<file path="src/rtl/sps_pkg.sv">
// Shared constants and helpers for the smart parking controller:
// slot geometry, seven-segment codes and display reset values.
package sps_pkg;

    localparam int N_SLOTS  = 4;
    localparam int SLOT_W   = $clog2(N_SLOTS);
    localparam int N_DIGITS = 5;

    typedef logic [N_SLOTS-1:0] slot_mask_t;

    // Active-low segment codes, bit order {dp,g,f,e,d,c,b,a}; dp stays off.
    localparam logic [7:0] SEG_0 = 8'hC0;
    localparam logic [7:0] SEG_1 = 8'hF9;
    localparam logic [7:0] SEG_2 = 8'hA4;
    localparam logic [7:0] SEG_3 = 8'hB0;
    localparam logic [7:0] SEG_4 = 8'h99;
    localparam logic [7:0] SEG_BLANK = 8'hFF;

    localparam logic [N_DIGITS-1:0] SEG_SEL_RST  = 5'b11110;
    localparam logic [7:0]          SEG_DATA_RST = SEG_0;

    function automatic logic [7:0] seg_code(input logic [2:0] value);
        case (value)
            3'd0:    return SEG_0;
            3'd1:    return SEG_1;
            3'd2:    return SEG_2;
            3'd3:    return SEG_3;
            3'd4:    return SEG_4;
            default: return SEG_BLANK;
        endcase
    endfunction

endpackage

</file>
<file path="src/rtl/sps_debounce.sv">
// Button conditioner: 2-flop synchroniser, stability-count debouncer and a
// one-cycle pulse on each debounced 0->1 transition.
module sps_debounce #(
    parameter int COUNT_VALUE = 400000
) (
    input  logic clk,
    input  logic rst,
    input  logic raw,
    output logic rise
);

    localparam int CW = $clog2(COUNT_VALUE + 1);

    logic [1:0]    sync_q;
    logic [CW-1:0] cnt_q;
    logic          level_q;
    logic          level_d_q;

    // NOTE: sequential state uses non-blocking assignments only, so every
    // flop in this block samples the values from before the clock edge.
    always_ff @(posedge clk or posedge rst) begin
        if (rst) begin
            sync_q    <= '0;
            cnt_q     <= '0;
            level_q   <= 1'b0;
            level_d_q <= 1'b0;
            rise      <= 1'b0;
        end else begin
            sync_q    <= {sync_q[0], raw};
            level_d_q <= level_q;
            rise      <= level_q & ~level_d_q;
            // Any cycle where the input agrees with the level restarts the count.
            if (sync_q[1] != level_q) begin
                if (cnt_q == CW'(COUNT_VALUE - 1)) begin
                    level_q <= sync_q[1];
                    cnt_q   <= '0;
                end else begin
                    cnt_q <= cnt_q + 1'b1;
                end
            end else begin
                cnt_q <= '0;
            end
        end
    end

endmodule

</file>
<file path="src/rtl/smart_parking_controller.sv">
// Four-slot car park controller: debounced entry/exit events, slot
// occupancy, door timer, full indicator and a 5-digit multiplexed display.
module smart_parking_controller
    import sps_pkg::*;
#(
    parameter int COUNT_VALUE = 400000,
    parameter int DOOR_CYCLES = 80000000,
    parameter int SCAN_CYCLES = 40000
) (
    input  logic                clk,
    input  logic                reset_in,
    input  logic                entry_signal_in,
    input  logic                exit_signal_in,
    input  logic [SLOT_W-1:0]   exit_slot_in,
    output logic [N_DIGITS-1:0] SEG_SEL,
    output logic [7:0]          SEG_DATA,
    output logic [N_SLOTS-1:0]  spots,
    output logic                doorLED,
    output logic                fullLED
);

    localparam int DW = $clog2(DOOR_CYCLES + 1);
    localparam int SW = $clog2(SCAN_CYCLES + 1);

    logic          entry_evt;
    logic          exit_evt;
    logic          entry_ok;
    logic          exit_ok;
    logic          found;
    slot_mask_t    alloc_mask;
    slot_mask_t    exit_mask;
    slot_mask_t    spots_next;
    logic [DW-1:0] door_q;
    logic [SW-1:0] scan_q;
    logic [2:0]    digit_q;
    logic [2:0]    free_cnt;
    logic [N_DIGITS-1:0] sel_next;
    logic [7:0]          data_next;

    sps_debounce #(.COUNT_VALUE(COUNT_VALUE)) u_entry_db (
        .clk  (clk),
        .rst  (reset_in),
        .raw  (entry_signal_in),
        .rise (entry_evt)
    );

    sps_debounce #(.COUNT_VALUE(COUNT_VALUE)) u_exit_db (
        .clk  (clk),
        .rst  (reset_in),
        .raw  (exit_signal_in),
        .rise (exit_evt)
    );

    // Entry and exit both judge the pre-event occupancy, so an entry can
    // never claim a slot freed in the same cycle and a full park rejects it.
    // NOTE: every always_comb output gets a default first, so no path can
    // leave a signal unassigned and infer a latch.
    always_comb begin
        alloc_mask = '0;
        exit_mask  = '0;
        found      = 1'b0;
        for (int i = 0; i < N_SLOTS; i++) begin
            if (!found && !spots[i]) begin
                alloc_mask[i] = 1'b1;
                found         = 1'b1;
            end
        end
        entry_ok = entry_evt && (spots != '1);
        exit_ok  = exit_evt && spots[exit_slot_in];
        if (exit_ok) begin
            exit_mask[exit_slot_in] = 1'b1;
        end
        spots_next = (spots & ~exit_mask) | (entry_ok ? alloc_mask : '0);
    end

    always_ff @(posedge clk or posedge reset_in) begin
        if (reset_in) begin
            spots   <= '0;
            fullLED <= 1'b0;
            door_q  <= '0;
        end else begin
            spots   <= spots_next;
            fullLED <= &spots_next;
            if (entry_ok || exit_ok) begin
                door_q <= DW'(DOOR_CYCLES);
            end else if (door_q != '0) begin
                door_q <= door_q - 1'b1;
            end
        end
    end

    assign doorLED = (door_q != '0);

    always_comb begin
        free_cnt = 3'(N_SLOTS);
        for (int i = 0; i < N_SLOTS; i++) begin
            if (spots[i]) begin
                free_cnt = free_cnt - 3'd1;
            end
        end
        sel_next = ~(N_DIGITS'(1) << digit_q);
        if (digit_q == 3'(N_DIGITS - 1)) begin
            data_next = seg_code(free_cnt);
        end else begin
            data_next = spots[digit_q[SLOT_W-1:0]] ? SEG_1 : SEG_0;
        end
    end

    // Select and segment data are registered together so digits never ghost.
    always_ff @(posedge clk or posedge reset_in) begin
        if (reset_in) begin
            scan_q   <= '0;
            digit_q  <= '0;
            SEG_SEL  <= SEG_SEL_RST;
            SEG_DATA <= SEG_DATA_RST;
        end else begin
            SEG_SEL  <= sel_next;
            SEG_DATA <= data_next;
            if (scan_q == SW'(SCAN_CYCLES - 1)) begin
                scan_q  <= '0;
                digit_q <= (digit_q == 3'(N_DIGITS - 1)) ? 3'd0 : digit_q + 3'd1;
            end else begin
                scan_q <= scan_q + 1'b1;
            end
        end
    end

endmodule

</file>
<file path="config.mk">
export PLATFORM = sky130hd
export DESIGN_NAME = smart_parking_controller
export DESIGN_NICKNAME = d
export VERILOG_FILES = /design/src/rtl/sps_pkg.sv /design/src/rtl/sps_debounce.sv /design/src/rtl/smart_parking_controller.sv
export SDC_FILE = /design/constraint.sdc
export NUM_CORES = 1
export LEC_CHECK = 0
export BUFFER_PORTS_ARGS = -buffer_cell sky130_fd_sc_hd__buf_2
export CAP_MARGIN = 20
export CORE_MARGIN = 2
export CORE_UTILIZATION = 59
export CTS_BUF_LIST = sky130_fd_sc_hd__clkbuf_4 sky130_fd_sc_hd__clkbuf_8
export CTS_CLUSTER_DIAMETER = 40
export DETAILED_ROUTE_END_ITERATION = 10
export PLACE_DENSITY = 0.77
export SLEW_MARGIN = 0
export SYNTH_ARGS = -nofsm -noshare
export SYNTH_HDL_FRONTEND = slang
export SYNTH_HIERARCHICAL = 1
export SYNTH_SLANG_ARGS = --single-unit
</file>
<file path="constraint.sdc">
create_clock -name clk -period 3.1 [get_ports clk]
set_input_delay 0.31 -clock clk [delete_from_list [all_inputs] [get_ports clk]]
set_output_delay 0.31 -clock clk [all_outputs]
set_load 0.01 [all_outputs]
</file>
==> results.json <==
{
  "status": "completed",
  "clkSinkCount": 110,
  "drv_slew": 0,
  "critPathArrivalTime_ps": 2580,
  "power_density_nw_per_um2": 409,
  "start_util_pct": 60.2,
  "hold_viol_final": 0,
  "vdd_drop_max_mv": 0.384,
  "ys_ff_latch": 110,
  "clock.fmax_ghz": 0.346,
  "via_per_inst": 5.84,
  "post_cts_resized": 0,
  "synth_mux_area_share_pct": 1.59,
  "cap_violations": 0,
  "start_kind": "flop",
  "cp_slowest_cell": "nor4b_1",
  "drt-met1-wl_um": 4530,
  "cp_slowest_stage_delay_ps": 490,
  "synth_flop_cell": "dfrtp_1",
  "yosys_warnings": 6,
  "p_leak_nw": 2.43,
  "area_delta_synth_final_pct": 7.24,
  "drtPass1Iterations": 5,
  "highest_layer": "met4",
  "cp_max_fo": 16,
  "p_clk_share_pct": 37.5,
  "hpwl_um": 6870,
  "post_drt_wl_per_cell_um": 14.9,
  "clock_skew_ps": 11.4,
  "seq_power_share_pct": 60.1,
  "hold_path_depth": 1,
  "cts_made_buffers": 9,
  "grt_start_max_net_pins": 63,
  "synth_edf_count": 0,
  "synth_adder_area_share_pct": 3.77,
  "cts_setup_buffers": 0,
  "finalNetCount": 575,
  "ys_seq_area_share_pct": 50.1,
  "coreArea_um2": 9150,
  "avgSynthCellArea_um2": 10.4,
  "io_pins": 25,
  "diodes": 0,
  "ant_nets": 0,
  "synth_area_um2": 5510,
  "synth_xor_xnor_area_share_pct": 10.2,
  "grt_usage_pct": 21.3,
  "tns_ps": 0,
  "synth_top_family_by_area": "simple AND/OR/NAND/NOR gates",
  "drive_gt1_share_pct": 12.4,
  "hp-class": "in -> reg",
  "dr_wl_met3_um": 428,
  "num_vias": 3905,
  "clkTransAtPathRegs_ps": 90,
  "min_period_ps": 2890,
  "die_w_um": 101,
  "routed_wl_um": 9940,
  "wl_met2_um": 4790,
  "rsz0062_at_grt": "no",
  "cts_tree": "done",
  "synth_nets": 554,
  "placementRows": 35,
  "end_kind": "output pin",
  "finalCritPeriodShare_pct": 93.4,
  "place_ws_ps": 618,
  "crit_type": "reg -> out",
  "power.internal_mw": 1.91,
  "required_ps": 2790,
  "r2r_cells": 7,
  "grt_pass1_vias": 3823,
  "fp.dieArea_um2": 10100,
  "crit_top_cell": "inv_1",
  "setup_viol": 0,
  "cts-root-buf": "clkbuf_8",
  "whs_ps": 52.5,
  "remaining_drc_errors": 0,
  "cts_buffer_depth": 2,
  "yosysMostFrequentCell": "dfrtp_1",
  "switching_share_pct": 21.1,
  "finalWeightedCongestion": 0.854,
  "ys_types": 59,
  "syn_inst": 532,
  "yosysTopAreaCell": "dfrtp_1",
  "setup_ws_ps": 206,
  "synth_compound_area_share_pct": 7.47,
  "synth_top_area_share_pct": 47.7,
  "grt_pass1_wl_um": 17300,
  "grt-ovfl-total": 0,
  "htree_num_levels": 3,
  "cts_hold_buffers": 0,
  "synth-simple-area-share_pct": 23.9,
  "port_buffers": 23,
  "drt-initial-drc-count": 167,
  "antenna_found_initial": 0,
  "ys_top_cells_by_count": "105 x dfrtp_1, 67 x nor2_1, 41 x xnor2_1",
  "tightest_slew_ps": 894,
  "comb_power_share_pct": 2.4,
  "async_flop_share_pct": 100,
  "relSlewSlack_pct": 40.3,
  "clock_latency_ps": 360,
  "die_h_um": 101,
  "power.switching_mw": 0.510,
  "path_cells": "inv_1 > ha_1 > nor4b_1 > nand4_2 > nor2_2 > inv_1 > buf_2",
  "synthTopCellsByArea": "dfrtp_1 48%, xnor2_1 6.5%, nor2_1 4.6%"
}
==> final cells by class <==
cell class / instances / area, um2
fillers: 751 / 3240
flip-flops and latches: 110 / 2760
multi-input cells: 387 / 2590
clock buffers: 13 / 173
well taps: 111 / 139
repair buffers: 26 / 138
inverters: 19 / 71.3
clock inverters: 3 / 42.5
==> critical path, delay by kind of cell (launching register included) <==
family / cells / cell delay, ps
AND/OR/NAND/NOR: 3 / 1240
buffers and inverters: 3 / 380
adder cells (fa/ha/maj): 1 / 220
flip-flops: 1 / 400
==> kinds of logic after synthesis <==
logic type,after synthesis
and+or+nand+nor,239
DFF,110
xor gates and xnor gates,64
AOI/OAI and AO/OA,60
buffers and inverters,35
adders and majority gates,16
muxes,7
other,1
==> cell usage in the layout (no fill, tap or decap), types with 3 or more instances in the layout <==
cell	Yosys	final
a21oi_1	16	16
a31oi_1	4	4
and3_1	8	8
and4_1	5	5
buf_2	1	23
buf_4	6	3
clkbuf_8	0	12
dfrtp_1	105	105
dfstp_2	5	5
ha_1	15	15
inv_1	19	18
mux2_2	4	4
nand2_1	37	37
nand2b_1	5	5
nand3_1	27	27
nand3b_1	3	3
nand4_1	8	8
nand4_2	3	3
nor2_1	67	67
nor2b_1	6	6
nor3_1	20	20
nor4_1	18	18
o211ai_1	4	4
o21a_1	3	3
o21ai_0	18	18
o31ai_1	3	3
or3_1	9	9
or4_1	3	3
xnor2_1	41	41
xor2_1	23	23
==> stage by stage <==
step / power [mW] / utilization, % / area [um2] / cells
2_1_floorplan: 1.52 / - / 5510 / 532
3_3_place_gp: 1.54 / 62.2 / 5690 / 653
3_5_place_dp: 1.54 / 62.2 / 5690 / 653
4_1_cts: 2.44 / 64.6 / 5910 / 669
5_1_grt: 2.52 / 64.6 / 5910 / 669
6_report: 2.42 / 64.6 / 5910 / 669
==> routing by layer <==
| metal | up-vias | GRT usage, % |
|---|---|---|
| li1 | 1893 | - |
| met1 | 1902 | 28.9 |
| met2 | 94 | 33.5 |
| met3 | 16 | 5.27 |
| met4 | 0 | 7.69 |
| met5 | - | 0 |
==> path summary, 6_finish.rpt <==
check | from | end | slack, ps
worst max register to register | door_q[0]$_DFFE_PP0P_ | door_q[5]$_DFFE_PP0P_ | 580
worst max-delay path | door_q[0]$_DFFE_PP0P_ | doorLED | 210
min in group asynchronous | reset_in | u_entry_db/cnt_q[0]$_DFF_PP0_ | 140
max in group asynchronous | reset_in | u_exit_db/level_d_q$_DFF_PP0_ | 2400
worst min-delay path | exit_signal_in | u_exit_db/sync_q[0]$_DFF_PP0_ | 50
worst min register to register | u_entry_db/sync_q[0]$_DFF_PP0_ | u_entry_db/sync_q[1]$_DFF_PP0_ | 370
==> power by group through the flow <==
stage / Clock [mW] / Combinational [mW] / Sequential (mW)
final: 0.906 / 0.0588 / 1.45
after global routing: 0.997 / 0.0689 / 1.45
after CTS: 0.932 / 0.0613 / 1.45
after detailed placement: 0 / 0.0609 / 1.48
after global placement: 0 / 0.0597 / 1.48
after floorplan: 0 / 0.0450 / 1.48
==> flip-flops by register name, summed over array words and instances (netlist names) <==
name,count
scan_q,16
spots,4
u_exit_db/level_d_q,1
u_exit_db/sync_q,2
fullLED,1
u_exit_db/rise,1
door_q,27
u_exit_db/level_q,1
digit_q,3
u_entry_db/sync_q,2
u_exit_db/cnt_q,19
u_entry_db/level_d_q,1
u_entry_db/cnt_q,19
u_entry_db/rise,1
SEG_SEL,5
SEG_DATA,6
u_entry_db/level_q,1
Note: power is estimated with default switching activity, not from simulation.
